===== src/rtl/rr_hold_arbiter_if.sv =====
`default_nettype none
// ============================================================================
// rr_hold_arbiter_if : request/grant bundle between requesters and arbiter
// Revision: 1.0
// ============================================================================
interface rr_hold_arbiter_if #(
    parameter int NUM_REQ = 4,
    parameter int ID_W    = 2
);
    logic [NUM_REQ-1:0] req;
    logic [NUM_REQ-1:0] gnt;
    logic               gnt_valid;
    logic [ID_W-1:0]    gnt_id;
    logic               hold_expired;

    modport master (output req, input gnt, gnt_valid, gnt_id, hold_expired);
    modport slave  (input req, output gnt, gnt_valid, gnt_id, hold_expired);
endinterface
`default_nettype wire


===== src/rtl/rr_hold_arbiter.sv =====
`default_nettype none
// ============================================================================
// rr_hold_arbiter : registered one-hot round-robin arbiter with bounded hold
// Revision: 1.0
// ============================================================================
module rr_hold_arbiter #(
    parameter int NUM_REQ  = 4,
    parameter int MAX_HOLD = 8,
    parameter int ID_W     = 2,
    parameter int CNT_W    = 3
) (
    input  wire logic          clock,
    input  wire logic          reset,
    rr_hold_arbiter_if.slave   bus
);
    typedef enum logic [0:0] {IDLE = 1'b0, GRANT = 1'b1} state_t;

    localparam logic [CNT_W-1:0] c_hold_last = CNT_W'(MAX_HOLD - 1);
    localparam logic [ID_W-1:0]  c_last_id   = ID_W'(NUM_REQ - 1);

    state_t             r_state, w_state;
    logic [ID_W-1:0]    r_ptr, w_ptr;
    logic [CNT_W-1:0]   r_cnt, w_cnt;
    logic [NUM_REQ-1:0] r_gnt, w_gnt;
    logic [ID_W-1:0]    r_gnt_id, w_gnt_id;
    logic               r_gnt_valid, w_gnt_valid;
    logic               r_hold_expired, w_hold_expired;
    logic [ID_W-1:0]    w_next_ptr;
    logic [NUM_REQ-1:0] w_others;
    logic [ID_W:0]      w_sel;

    // Returns {found, index} of the first set bit at or after start, wrapping.
    function automatic logic [ID_W:0] pick(input logic [NUM_REQ-1:0] r,
                                           input logic [ID_W-1:0]    start);
        logic [ID_W:0] res;
        res = '0;
        for (int k = NUM_REQ - 1; k >= 0; k--) begin
            int idx;
            idx = (int'(start) + k) % NUM_REQ;
            if (r[idx]) res = {1'b1, ID_W'(idx)};
        end
        return res;
    endfunction

    always_comb begin
        w_state        = r_state;
        w_ptr          = r_ptr;
        w_cnt          = r_cnt;
        w_gnt_id       = r_gnt_id;
        w_gnt_valid    = r_gnt_valid;
        w_hold_expired = 1'b0;
        w_sel          = '0;
        w_next_ptr     = (r_gnt_id == c_last_id) ? '0 : r_gnt_id + 1'b1;
        w_others       = bus.req & ~r_gnt;

        case (r_state)
            IDLE: begin
                w_sel = pick(bus.req, r_ptr);
                if (w_sel[ID_W]) begin
                    w_state     = GRANT;
                    w_gnt_id    = w_sel[ID_W-1:0];
                    w_gnt_valid = 1'b1;
                    w_cnt       = '0;
                end
            end
            GRANT: begin
                if (!bus.req[r_gnt_id]) begin
                    w_ptr = w_next_ptr;
                    w_sel = pick(bus.req, w_next_ptr);
                    w_cnt = '0;
                    if (w_sel[ID_W]) begin
                        w_gnt_id = w_sel[ID_W-1:0];
                    end else begin
                        w_state     = IDLE;
                        w_gnt_id    = '0;
                        w_gnt_valid = 1'b0;
                    end
                end else if (r_cnt == c_hold_last && |w_others) begin
                    // Owner is masked out so a contender always wins the timeout.
                    w_ptr          = w_next_ptr;
                    w_sel          = pick(w_others, w_next_ptr);
                    w_gnt_id       = w_sel[ID_W-1:0];
                    w_cnt          = '0;
                    w_hold_expired = 1'b1;
                end else if (r_cnt != c_hold_last) begin
                    w_cnt = r_cnt + 1'b1;
                end
            end
            default: w_state = IDLE;
        endcase

        w_gnt = w_gnt_valid ? (NUM_REQ'(1) << w_gnt_id) : '0;
    end

    always_ff @(posedge clock or negedge reset) begin
        if (!reset) begin
            r_state        <= IDLE;
            r_ptr          <= '0;
            r_cnt          <= '0;
            r_gnt          <= '0;
            r_gnt_id       <= '0;
            r_gnt_valid    <= 1'b0;
            r_hold_expired <= 1'b0;
        end else begin
            r_state        <= w_state;
            r_ptr          <= w_ptr;
            r_cnt          <= w_cnt;
            r_gnt          <= w_gnt;
            r_gnt_id       <= w_gnt_id;
            r_gnt_valid    <= w_gnt_valid;
            r_hold_expired <= w_hold_expired;
        end
    end

    assign bus.gnt          = r_gnt;
    assign bus.gnt_valid    = r_gnt_valid;
    assign bus.gnt_id       = r_gnt_id;
    assign bus.hold_expired = r_hold_expired;
endmodule
`default_nettype wire


===== src/flat_wrapper.sv =====
// flat-port wrapper written by rule: the top's interface ports become plain ports
module rr_hold_arbiter_flat 
#(
    parameter int NUM_REQ  = 4,
    parameter int MAX_HOLD = 8,
    parameter int ID_W     = 2,
    parameter int CNT_W    = 3
)
  (clock, reset, bus_req, bus_gnt, bus_gnt_valid, bus_gnt_id, bus_hold_expired);
  rr_hold_arbiter_if #(.NUM_REQ(NUM_REQ), .ID_W(ID_W)) bus_i ();
  input  wire logic clock;
  input  wire logic reset;
  input wire logic [$bits(bus_i.req)-1:0] bus_req;
  output wire logic [$bits(bus_i.gnt)-1:0] bus_gnt;
  output wire logic [$bits(bus_i.gnt_valid)-1:0] bus_gnt_valid;
  output wire logic [$bits(bus_i.gnt_id)-1:0] bus_gnt_id;
  output wire logic [$bits(bus_i.hold_expired)-1:0] bus_hold_expired;
  assign bus_i.req = bus_req;
  assign bus_gnt = bus_i.gnt;
  assign bus_gnt_valid = bus_i.gnt_valid;
  assign bus_gnt_id = bus_i.gnt_id;
  assign bus_hold_expired = bus_i.hold_expired;
  rr_hold_arbiter #(.NUM_REQ(NUM_REQ), .MAX_HOLD(MAX_HOLD), .ID_W(ID_W), .CNT_W(CNT_W)) u_core (.clock(clock), .reset(reset), .bus(bus_i));
endmodule

===== config.mk =====
export PLATFORM = sky130hd
export DESIGN_NAME = rr_hold_arbiter_flat
export DESIGN_NICKNAME = d
export VERILOG_FILES = /design/src/rtl/rr_hold_arbiter_if.sv /design/src/rtl/rr_hold_arbiter.sv /design/src/flat_wrapper.sv
export SDC_FILE = /design/constraint.sdc
export NUM_CORES = 1
export LEC_CHECK = 0
export CAP_MARGIN = 0
export CORE_ASPECT_RATIO = 0.8
export CORE_UTILIZATION = 50
export CTS_CLUSTER_DIAMETER = 120
export DETAILED_ROUTE_END_ITERATION = 7
export DONT_BUFFER_PORTS = 1
export HOLD_SLACK_MARGIN = 0.03
export PLACE_DENSITY = 0.77
export SKIP_CTS_REPAIR_TIMING = 1
export SYNTH_ARGS = -nofsm -noshare
export SYNTH_HDL_FRONTEND = slang
export SYNTH_SLANG_ARGS = --single-unit

===== constraint.sdc =====
create_clock -name clock -period 2.2 [get_ports clock]
set_clock_uncertainty 0.05 [all_clocks]
set_input_delay 0.44 -clock clock [delete_from_list [all_inputs] [get_ports clock]]
set_output_delay 0.44 -clock clock [all_outputs]
set_load 0.01 [all_outputs]

# Word level (Yosys, flattened, before mapping)
# Cells that the tools add are included.
[op_classes]
n_div = 0
magnitude_cmp = 9
bitwise = 9
eq_ne = 6
n_addsub = 8
n_reduce_logical = 10
muxes = 75
multipliers = 0
shift = 1
[op_table]
columns = ["operator", "n"]
rows = [
  ["3-bit 2-to-1 mux", 15],
  ["1-bit 2-to-1 mux", 31],
  ["1-bit binary-select mux with 2-bit select", 13],
  ["3-bit by 4-bit less-than comparator with 1-bit output (second input constant)", 6],
  ["2-bit 2-to-1 mux", 11],
  ["2-bit OR reduction", 6],
  ["2-bit by 3-bit less-than comparator with 1-bit output (second input constant)", 3],
  ["2-bit adder (second input constant)", 4],
  ["2-bit by 1-bit adder with 2-bit output (second input constant)", 3],
  ["1-bit AND (first input constant)", 6],
  ["3-bit case mux with 2 select lines", 1],
  ["4-bit AND", 1],
  ["4-bit 2-to-1 mux", 1],
  ["4-bit != test (second input constant)", 1],
  ["4-bit inverter", 1],
  ["1-bit case mux with 2 select lines", 2],
  ["2-bit case mux with 2 select lines", 1],
  ["2-bit AND reduction", 2],
  ["4-bit OR reduction", 1],
  ["1-bit by 2-bit << shifter with 4-bit output (first input constant)", 1],
  ["3-bit by 1-bit adder with 3-bit output (second input constant)", 1],
  ["3-bit equality test (second input constant)", 1],
  ["3-bit != test (second input constant)", 1],
  ["2-bit equality test (second input constant)", 1],
  ["other kinds (4)", 4],
]
[totals]
n_memories = 0
rom_bits = 0
ramBits = 0
output_inout_bits = 8
input_bits = 6
word_cells = 125
register_bits = 14
latch_bits = 0

# Depth between registers and ports, before layout
[logic_depth]
depth_word = 19
ltp_mapped = 9
depth_no_buf = 7

# Worst setup path before layout
# No wires, ideal clock.
[synth_timing]
path_type = "flip-flop to flip-flop"
start = "register u_core.r_gnt_id[0], in the netlist u_core.bus.gnt_id[0]"
end = "register u_core.r_gnt[1], in the netlist u_core.bus.gnt[1]"
stages_incl_launch_ff = 10
t_required_ns = 2.062
setup_time_ns = 0.088
arrival_time_ns = 2.005
path_buffers = 2
synth_period_minus_slack_ns = 2.143
slack_ns = 0.057
cell_sequence = "dfrtp_1 > ha_1 > buf_2 > or2_0 > clkbuf_1 > a221oi_1 > a21oi_1 > o21ai_0 > o2111a_2 > nor3b_1"
[synth_between]
elab_chain_len = 17
elab_cells_between_ends = 50
classes_between = "add/sub (4); eq/ne (1); shift (1); mux (44)"
[synth_rtl]
columns = ["element", "line", "source"]
rows = [
  ["start, declared", "rr_hold_arbiter.sv:25", "logic [ID_W-1:0] r_gnt_id, w_gnt_id;"],
  ["start signal, assigned", "rr_hold_arbiter.sv:109", "r_gnt_id <= w_gnt_id;"],
  ["2-bit by 1-bit adder with 2-bit output or 2-bit equality test (tied branches)", "rr_hold_arbiter.sv:53", "w_next_ptr = (r_gnt_id == c_last_id) ? '0 : r_gnt_id + 1'b1;"],
  ["2-bit 2-to-1 mux", "rr_hold_arbiter.sv:53", ""],
  ["2-bit adder", "rr_hold_arbiter.sv:39", "idx = (int'(start) + k) % NUM_REQ;"],
  ["1-bit binary-select mux with 2-bit select", "rr_hold_arbiter.sv:40", "if (r[idx]) res = {1'b1, ID_W'(idx)};"],
  ["1-bit 2-to-1 mux (not written as such) (2 in series)", "rr_hold_arbiter.sv:40", ""],
  ["3-bit 2-to-1 mux (4 in series)", "rr_hold_arbiter.sv:40", ""],
  ["3-bit 2-to-1 mux", "rr_hold_arbiter.sv:67", "if (!bus.req[r_gnt_id]) begin"],
  ["3-bit 2-to-1 mux", "rr_hold_arbiter.sv:56", "case (r_state)"],
  ["2-bit 2-to-1 mux", "rr_hold_arbiter.sv:71", "if (w_sel[ID_W]) begin"],
  ["2-bit 2-to-1 mux", "rr_hold_arbiter.sv:67", ""],
  ["2-bit case mux with 2 select lines *", "rr_hold_arbiter.sv:56", ""],
  ["via u_core.w_gnt_id[0]", "rr_hold_arbiter.sv:25", ""],
  ["1-bit by 2-bit << shifter with 4-bit output *", "rr_hold_arbiter.sv:92", "w_gnt = w_gnt_valid ? (NUM_REQ'(1) << w_gnt_id) : '0;"],
  ["4-bit 2-to-1 mux *", "rr_hold_arbiter.sv:92", ""],
  ["via u_core.w_gnt[1]", "rr_hold_arbiter.sv:24", "logic [NUM_REQ-1:0] r_gnt, w_gnt;"],
  ["end signal, assigned", "rr_hold_arbiter.sv:108", "r_gnt <= w_gnt;"],
  ["end, declared", "rr_hold_arbiter.sv:24", ""],
]
# Mark *: on every way through the listed nets, which the timed path passes. The rest lies on a longest branch. The select of a mux whose other input is x is not followed.
# A chain may end at the register's enable or synchronous reset.

# Worst setup path in the final report
[layout_timing]
start = "register u_core.r_gnt_id[0], in the netlist u_core.bus.gnt_id[0]"
end = "register u_core.r_gnt[2], in the netlist u_core.bus.gnt[2]"
[layout_between]
elab_chain_len = 17
elab_cells_between_ends = 50
classes_between = "add/sub (4); eq/ne (1); shift (1); mux (44)"
[layout_rtl]
columns = ["element", "line", "source"]
rows = [
  ["2-bit by 1-bit adder with 2-bit output or 2-bit equality test (tied branches)", "rr_hold_arbiter.sv:53", ""],
  ["2-bit 2-to-1 mux *", "rr_hold_arbiter.sv:53", ""],
  ["via u_core.w_next_ptr[1]", "rr_hold_arbiter.sv:28", "logic [ID_W-1:0] w_next_ptr;"],
  ["2-bit adder", "rr_hold_arbiter.sv:39", ""],
  ["1-bit binary-select mux with 2-bit select", "rr_hold_arbiter.sv:40", ""],
  ["1-bit 2-to-1 mux (not written as such) (2 in series)", "rr_hold_arbiter.sv:40", ""],
  ["3-bit 2-to-1 mux (4 in series)", "rr_hold_arbiter.sv:40", ""],
  ["3-bit 2-to-1 mux", "rr_hold_arbiter.sv:67", ""],
  ["3-bit 2-to-1 mux", "rr_hold_arbiter.sv:56", ""],
  ["2-bit 2-to-1 mux", "rr_hold_arbiter.sv:71", ""],
  ["2-bit 2-to-1 mux *", "rr_hold_arbiter.sv:67", ""],
  ["2-bit case mux with 2 select lines *", "rr_hold_arbiter.sv:56", ""],
  ["via u_core.w_gnt_id[1]", "rr_hold_arbiter.sv:25", ""],
  ["1-bit by 2-bit << shifter with 4-bit output *", "rr_hold_arbiter.sv:92", ""],
  ["4-bit 2-to-1 mux *", "rr_hold_arbiter.sv:92", ""],
  ["via u_core.w_gnt[2]", "rr_hold_arbiter.sv:24", ""],
]
# Marks and branches as above.

==> results.yml <==
global_route:
  grt_pass1_wl_mm: 3.62
  grtUsageTotal: 0.222
  antenna_found_initial: 0
  grt_overflow: 0
  grt_max_degree: 16
  first_global_vias: 801
placement:
  io_buffer_count: 0
  placed_area_um2: 1080
  dp_hpwl_mm: 1.73
  place_congestion: 0.873
layout:
  mostFrequentLayoutCell: "dfrtp_1"
  fin_nets: 129
  antenna_cells: 0
  area_delta_synth_final_pct: 8.48
  layout_common_cells: "dfrtp_1, nand2_1, a21oi_1, nor2_1, o21ai_0"
  final_layout_size_suffix_gt1_frac: 0.244
  fin_area_um2: 1150
clock_network:
  clockRootBuffer: "clkbuf_4"
  cts_buffers: 3
  cts_tree: "built"
  cts-htree-levels: 1
  cts_buffer_depth: 2
  clkLatencyLatePin_ns: 0.27
  cts.sinks: 14
  cts.clk_slew.worst_paths_ns: 0.08
synth:
  netlist_area_um2: 1060
  synth_area_leaders: "dfrtp_1, a21oi_1, ha_1"
  avgSynthCellArea_um2: 9.08
  ys_warn_count: 0
  synth.top_cell.area_share: 0.330
  synth_ff_type: "dfrtp_1"
  synth_seq_cells: 14
  synth_edf_count: 0
  async_reset_ff_frac: 1.00
  synth_top_area_cell: "dfrtp_1"
  seq_area_frac_synth: 0.330
  synth_fp_nets: 126
  synth_cell_types: 49
  synth_cells: 117
setup_path:
  crit_buf_inv: 0
  start_kind: "register"
  critPathMaxStageDelay_ns: 0.46
  arrival_ns: 2.28
  cpLargestDelayFamily: "compound AO/OA/AOI/OAI gates"
  critPathMaxFanout: 6
  required_ns: 2.34
  crit_type: "reg2reg"
  critPathSlowestCell: "dfrtp_2"
  end_kind: "register"
  cp_cell_sequence: "ha_4 -> or4bb_1 -> o221ai_1 -> a221oi_1 -> nor2_1 -> a211oi_4 -> nor3b_2"
floorplanning:
  rows: 14
  initial_utilization: 0.546
  io_pins: 14
  die_h_um: 43.2
  dieArea_um2: 2310
  die_x_um: 53.5
  core_area_um2: 1940
sta:
  fmax_mhz: 468
  finalSetupTns_ns: 0
  worst_slew_pin_slew_ns: 0.615
  whs_ns: 0.405
  period_share: 0.970
  timing.final.hold_violations: 0
  setup_violations: 0
  slew_headroom: 0.589
  slew_violations: 0
  layout_min_cycle_time_ns: 2.13
power_and_ir_drop:
  ir_drop_uv: 1010
  p_leak_nw: 0.487
  powerDensity_nw_per_um2: 1420
drt:
  wl_mm: 2.37
  firstDrtPassIters: 4
  drc: 0
  wl_per_cell_um: 16.5
  drtIter0Drc: 22
  vias: 918
  viasPerCell: 6.42
  ant_nets: 0
hold_path:
  hp-class: "in2reg"
status:
  outcome: "finished, final reports clean"
flow_run:
  max_cap_viol_count: 0
## flip-flops by register name (all words and copies together), names as in the netlist
name	flops
u_core.bus.gnt	4
u_core.bus.gnt_id	2
u_core.bus.gnt_valid	1
u_core.bus.hold_expired	1
u_core.r_cnt	3
u_core.r_ptr	2
u_core.r_state	1
## per-stage QoR
stage	cells	worst slack (ns)	utilization	total power, mW
finish	143	0.0654	0.593	1.63
CTS	142	-0.0134	0.574	1.55
floorplan	117	0.0569	-	1.17
detailed placement	138	0.0184	0.555	1.36
global route	143	-0.0243	0.593	1.76
global placement	138	0.0611	0.555	1.32
## path summary, 6_finish.rpt
path	to	cells after the start	from	slack, ns
max	u_core.bus.gnt[2]	7	u_core.bus.gnt_id[0]	0.07
min	u_core.r_state	2	bus_req[0]	0.40
max reg2reg	u_core.bus.gnt[2]	7	u_core.bus.gnt_id[0]	0.07
min reg2reg	u_core.r_cnt[2]	2	u_core.r_cnt[2]	0.47
max in group asynchronous	u_core.bus.gnt_id[0]	1	reset	1.10
min in group asynchronous	u_core.bus.gnt[3]	1	reset	0.57
## layer usage
layer  up-vias  global-route usage  share of wire
met5         -                   0              0
li1        435                   -              -
met2        30               0.330           0.47
met1       451               0.313           0.46
met3         2              0.0609          0.067
met4         0              0.0632         0.0042
## layout make-up
class                      instances  area [um2]
clock buffer                       4        36.3
fill                             163         792
inverter                           4        15.0
multi-input combinational         90         664
sequential                        14         352
tap                               24        30.0
timing repair buffer               7        55.1
## power by group
part / switching (mW) / internal (mW) / leakage, nW / total [mW]
Sequential: 0.117 / 0.357 / 0.175 / 0.474
Clock: 0.0736 / 0.101 / 0.0210 / 0.174
Combinational: 0.505 / 0.479 / 0.291 / 0.983
Total: 0.696 / 0.936 / 0.487 / 1.63
## kinds of logic after synthesis
group / count (synthesis) / synth area share
mux: 4 / 0.0518
buf+inv: 13 / 0.0683
flops: 14 / 0.330
simple gates: 44 / 0.249
fa+ha+maj: 3 / 0.0353
compound gates: 39 / 0.266
## worst register-to-register path: stages (launching register included)
cell and delay, ns:
dfrtp_2 0.46, ha_4 0.31, or4bb_1 0.11, o221ai_1 0.11, a221oi_1 0.35, nor2_1 0.13, a211oi_4 0.32, nor3b_2 0.23
## synthesized netlist by cell type (all sizes together), types with 2 or more instances
cell type	number
o211ai	2
nor2	9
a21oi	10
o22ai	2
dfrtp	14
buf	3
a221oi	2
a22o	2
o221ai	2
nor3	3
inv	4
nor2b	5
nand2	10
nand3	2
ha	3
clkbuf	6
nand2b	2
a31oi	3
nor3b	4
o21ai	7
and2b	2
mux2	2
Power figures use the tool's default switching activity.
